## src/rtl/cla_pipe_adder.sv

```systemverilog
// cla_pipe_adder: pipelined carry-lookahead adder/subtractor, valid/ready on both sides.
// Ports: clk, rst (async, active-high); in_valid/in_ready, in_a, in_b, in_cin, in_sub;
//   out_valid/out_ready, out_sum, out_cout, out_ovf, out_cnt (ops in flight).
module cla_pipe_adder #(
  parameter int WIDTH  = 32,
  parameter int STAGES = 4
) (
  input  logic                            clk,
  input  logic                            rst,
  input  logic                            in_valid,
  output logic                            in_ready,
  input  logic [WIDTH-1:0]                in_a,
  input  logic [WIDTH-1:0]                in_b,
  input  logic                            in_cin,
  input  logic                            in_sub,
  output logic                            out_valid,
  input  logic                            out_ready,
  output logic [WIDTH-1:0]                out_sum,
  output logic                            out_cout,
  output logic                            out_ovf,
  output logic [$clog2(STAGES+2)-1:0]     out_cnt
);

  localparam int CHUNK = WIDTH / STAGES;
  localparam int CW    = $clog2(STAGES + 2);

  // Stage 0 is the input register; stage k (k>=1) holds chunks 0..k-1 resolved.
  logic [STAGES:0]  v;
  logic [STAGES:0]  ld;
  logic [STAGES:0]  c_q;
  logic [WIDTH-1:0] a_q [STAGES+1];
  logic [WIDTH-1:0] b_q [STAGES+1];
  logic [WIDTH-1:0] s_q [STAGES+1];
  logic [CHUNK:0]   res [STAGES];
  logic [WIDTH-1:0] sn  [STAGES];

  // Chunk sum built from 4-bit lookahead groups; group carries ripple.
  function automatic logic [CHUNK:0] cla(
    input logic [CHUNK-1:0] a,
    input logic [CHUNK-1:0] b,
    input logic             ci
  );
    logic [CHUNK-1:0] g;
    logic [CHUNK-1:0] p;
    logic [CHUNK-1:0] s;
    logic             cg;
    logic             gg;
    logic             gp;
    g  = a & b;
    p  = a ^ b;
    s  = '0;
    cg = ci;
    for (int base = 0; base < CHUNK; base += 4) begin
      gg = 1'b0;
      gp = 1'b1;
      for (int j = 0; j < 4; j++) begin
        if (base + j < CHUNK) begin
          s[base+j] = p[base+j] ^ (gg | (gp & cg));
          gg = g[base+j] | (p[base+j] & gg);
          gp = gp & p[base+j];
        end
      end
      cg = gg | (gp & cg);
    end
    return {cg, s};
  endfunction

  // Load enables walk down from the output so bubbles collapse.
  always_comb begin
    ld = '0;
    ld[STAGES] = !v[STAGES] || out_ready;
    for (int k = STAGES - 1; k >= 0; k--) begin
      ld[k] = !v[k] || ld[k+1];
    end
  end

  always_comb begin
    for (int k = 0; k < STAGES; k++) begin
      res[k] = cla(a_q[k][k*CHUNK +: CHUNK],
                   b_q[k][k*CHUNK +: CHUNK],
                   c_q[k]);
      sn[k] = s_q[k];
      sn[k][k*CHUNK +: CHUNK] = res[k][CHUNK-1:0];
    end
  end

  always_ff @(posedge clk or posedge rst) begin
    if (rst) begin
      v   <= '0;
      c_q <= '0;
      for (int k = 0; k <= STAGES; k++) begin
        a_q[k] <= '0;
        b_q[k] <= '0;
        s_q[k] <= '0;
      end
    end else begin
      if (ld[0]) begin
        v[0] <= in_valid;
        if (in_valid) begin
          a_q[0] <= in_a;
          b_q[0] <= in_b ^ {WIDTH{in_sub}};
          c_q[0] <= in_sub | in_cin;
          s_q[0] <= '0;
        end
      end
      for (int k = 1; k <= STAGES; k++) begin
        if (ld[k]) begin
          v[k] <= v[k-1];
          if (v[k-1]) begin
            a_q[k] <= a_q[k-1];
            b_q[k] <= b_q[k-1];
            c_q[k] <= res[k-1][CHUNK];
            s_q[k] <= sn[k-1];
          end
        end
      end
    end
  end

  assign in_ready  = !rst && ld[0];
  assign out_valid = v[STAGES];
  assign out_sum   = s_q[STAGES];
  assign out_cout  = c_q[STAGES];
  assign out_ovf   = (a_q[STAGES][WIDTH-1] == b_q[STAGES][WIDTH-1])
                  && (s_q[STAGES][WIDTH-1] != a_q[STAGES][WIDTH-1]);
  assign out_cnt   = CW'($countones(v));

endmodule

```

## config.mk

```make
export PLATFORM = sky130hd
export DESIGN_NAME = cla_pipe_adder
export DESIGN_NICKNAME = d
export VERILOG_FILES = /design/src/rtl/cla_pipe_adder.sv
export SDC_FILE = /design/constraint.sdc
export NUM_CORES = 1
export LEC_CHECK = 0
export BUFFER_PORTS_ARGS = -buffer_cell sky130_fd_sc_hd__buf_2
export CORE_MARGIN = 2
export CORE_UTILIZATION = 59
export DETAILED_ROUTE_END_ITERATION = 8
export GPL_TIMING_DRIVEN = 0
export PLACE_DENSITY = 0.8
export SYNTH_ARGS = -nofsm -noshare
export SYNTH_HDL_FRONTEND = slang
export SYNTH_SLANG_ARGS = --single-unit
```

## constraint.sdc

```tcl
create_clock -name clk -period 9.7 [get_ports clk]
set_input_delay 0 -clock clk [delete_from_list [all_inputs] [get_ports clk]]
set_output_delay 0 -clock clk [all_outputs]
set_load 0.01 [all_outputs]
```

==> run summary <==
The switching part of the total power is 32.5%, and the number of enable-type register cells in the synthesized netlist is 0. The cell area that synthesis handed to floorplanning was 0.0113 mm2. STA classifies the critical path startpoint as a flop. Counting cells, the worst reg-to-reg path comes to 7.

The maximum VDD drop is 0.161 mV, and the detail-routed via count per cell is 5.54. The area growth from synthesis to layout came out at 21.5%. The clock passes through at most 3 buffers. Synthesized area divided by synthesized cell count: 13.1 um2. The run gives 7,462 as the via count of the first global-routing pass. The multi-input gate area in the final layout was 0.00442 mm2; the required arrival time at the worst endpoint was 10.09 ns. Entering global routing, the biggest net connects 91 pins.

Buffers inserted during post-CTS setup optimization: 0. Dividing total power by cell area gives a power density of 300 mW/mm2. In this run the critical register-to-register path is launched from a_q[80]. The die is 142 um tall. The register bit total from synthesis is 252.

The completed layout was analyzed and its total power is 0.00410 W. The classification of the worst setup path was reg2reg. Ranked by total cell area, the synthesized netlist is headed by dfrtp_1 56%, mux2_2 17%, ha_1 3.7%. The tools report the post-synthesis cell type count as 44. The tools report the internal cell power as 0.00277 W. The measured slew at the worst slew-check pin works out to 0.785 ns. After detailed routing, the number of remaining DRC violations is 0.

The data arrival time of the critical path is 2.89 ns, and the number of I/O port buffers is 107. The smallest setup slack after layout was 7.20 ns. In this run the biggest area consumer among cell types represents 55.9% of the synthesized area.

Row generation in the floorplan step produced 50 rows. In this run the count of I/O pins placed on the die edge is 109. After detailed routing, the average wire length per cell comes to 18.3 um. The most used standard cell by instance count after synthesis was dfrtp_1. The total overflow left after global routing is 0. The logs give 1,183 for the net count reported at finish and 425 for the initial DRC count. The endpoint identified for the worst register-to-register timing path is s_q[53]. For the worst-skew pair, the clock arrives at the later sink with an insertion delay of 0.51 ns.

The run gives 0 as the number of antenna violations at the first check in global routing. For this run, the leading register cell type out of synthesis is dfrtp_1. Clock-pin slew was measured on the worst setup and hold paths at 0.06 ns. Cells with a size suffix above 1 make up 35.8% of the layout. Setup violations remaining at the end of the flow were counted as 0. Counting the fill cells in the layout gives 1,197. For the final database, setup skew stands at 0.00634 ns. In this run the worst path has a maximum fanout of 3. In the synthesized netlist the async set-or-reset flop fraction comes to 100%. The final hold violation count is 0, and the relative max-transition margin is 47.7%. For the accumulated negative setup slack, the log shows 0 ns. Combinational logic burns 35.2% of the power. Path type of the worst min-delay path: in2async. The antenna violation net count after detailed routing was 0. For the worst reg-to-reg setup slack, the log shows 7.20 ns. Across every metal layer, demand over resource in global routing totals 24.8%. Top cell type by total area after synthesis: dfrtp_1. Summed over all nets, the switching power comes to 0.00133 W. Derived from the worst setup path, the maximum achievable clock frequency is 399 MHz. Across the run, the number of max-cap violations was 0. STA classifies the critical path endpoint as a flop. The clock network accounts for 23.2% of the total power. The tools report the total count of max-transition violations in the final report as 0.

Setup repair after global routing left no endpoint under its margin. After layout, the worst path uses 25.8% of the clock period. The overall die area is 0.0202 mm2, and the number of buffers created by CTS is 24. Once the floorplan was initialized, standard cells occupied 60.3% of the core.

The core footprint was 0.0187 mm2; the total detailed-routing wirelength was 24,200 um. The tools report the overall via count from detail_route as 7,321. The first global-routing pass estimated 39,300 um of wire. The flow ran to the end, and the final reports show no timing, DRC or antenna violations. After technology mapping, the gate count stands at 863. The width of the die is 142 um, and the leakage dissipation is 6.15 nW.

In the synthesized netlist, the cells that appear most often are 252 x dfrtp_1, 168 x mux2_2, 50 x nor2_1. The total nets after synthesis is 976, and the total number of yosys warnings is 0. The deepest level of the CTS H-tree was 1. The HPWL after detailed placement is 15,700 um. The run gives 7.35 ns as the post-placement setup slack.

Cell at the root of the clock tree: clkbuf_16. TritonCTS built the clock tree. The routability congestion estimate from global placement came out at 0.819. The logs give 55.9% for the sequential area share after synthesis and 0.00631 mm2 for the area taken by flip-flops and latches. The first TritonRoute pass finished after 5 iterations.

Sequential cells burn 41.5% of the power. Counting every sink on the clock net gives 252. The worst path needs 2.50 ns of the cycle, external delays included.
[stage by stage]
step	instance area (um2)	cells	hold WS [ns]	util, %
3_5_place_dp	12200	1206	0.126	65.1
5_1_grt	13700	1321	0.182	73.3
2_1_floorplan	11300	863	0.0441	-
6_report	13700	1322	0.130	73.3
3_3_place_gp	12100	1204	0.216	64.7
4_1_cts	13700	1321	0.146	73.3
[power groups by stage]
stage	Combinational (W)	Clock (W)	Sequential (W)
2_1_floorplan	0.00108	0	0.00161
4_1_cts	0.00143	0.000964	0.00170
3_3_place_gp	0.00132	0	0.00169
5_1_grt	0.00159	0.00101	0.00175
6_report	0.00145	0.000954	0.00171
3_5_place_dp	0.00139	0	0.00171
[cell type report]
type	count	share of cell area (%)
Multi-Input combinational cell	521	32.2
Clock buffer	35	5.28
Antenna cell	1	0.0183
Clock inverter	8	0.657
Inverter	19	0.575
Tap cell	234	2.14
Buffer	71	3.51
Timing Repair Buffer	181	9.57
Sequential cell	252	46.0
[logic make-up (layout without fill, tap and decap cells)]
kind of cell	Yosys count	count (layout)	share of synthesized area, %
flip-flops	252	252	55.9
multiplexers	179	179	17.9
AO/OA/AOI/OAI	130	130	7.22
AND/OR/NAND/NOR	124	124	5.16
buffers and inverters	90	314	4.90
XOR/XNOR	45	45	3.49
adder cells (fa/ha/maj)	43	43	5.44
other	0	1	0
[cell usage in the layout (no fill, tap or decap), drive strengths merged, types with 8 or more instances in the layout]
cell type    instances
a211oi              12
a21o                 9
a21oi               42
buf                176
clkbuf              39
dfrtp              252
dlygate4sd3         72
fa                  10
ha                  33
inv                 19
mux2               179
nand2               39
nor2                50
o21ai               35
o31ai                8
xnor2               39
[state kept, by name, indices dropped and copies added (netlist names)]
signal and count:
b_q 81, out_sum 32, c_q 5, s_q 48, a_q 81, v 5
[repair_timing]
action	4_1_cts	5_1_grt
resized for setup	0	0
hold buffers	72	0
endpoints found under the setup margin	0	0
endpoints found under the hold margin	149	0
[layer usage]
layer  up-vias  part of all wire (%)  global-route usage (%)
li1       3408                     -                       -
met1      3662                    45                    34.8
met2       213                    48                    41.5
met3        38                   4.5                    2.89
met4         0                   2.6                    7.26
met5         -                     0                       0
[how the worst max path moves through the flow]
stage               depth (start not counted)      from        to  slack (ns)
global route                                7  a_q[104]   s_q[77]        7.11
CTS                                         7   a_q[80]   s_q[53]        7.32
floorplan                                   1       rst  a_q[104]        2.77
global placement                            2       rst  b_q[155]        0.25
finish                                      7   a_q[80]   s_q[53]        7.20
detailed placement                          6  a_q[104]   s_q[76]        7.35
[worst max-delay path: stages (launching register included)]
cell	delay [ns]
dfrtp_1	0.41
ha_1	0.34
a211oi_1	0.38
o21bai_1	0.19
a21o_1	0.23
fa_1	0.41
xnor2_1	0.30
o21ai_0	0.12
No activity file was read; power rests on OpenSTA's default activity.
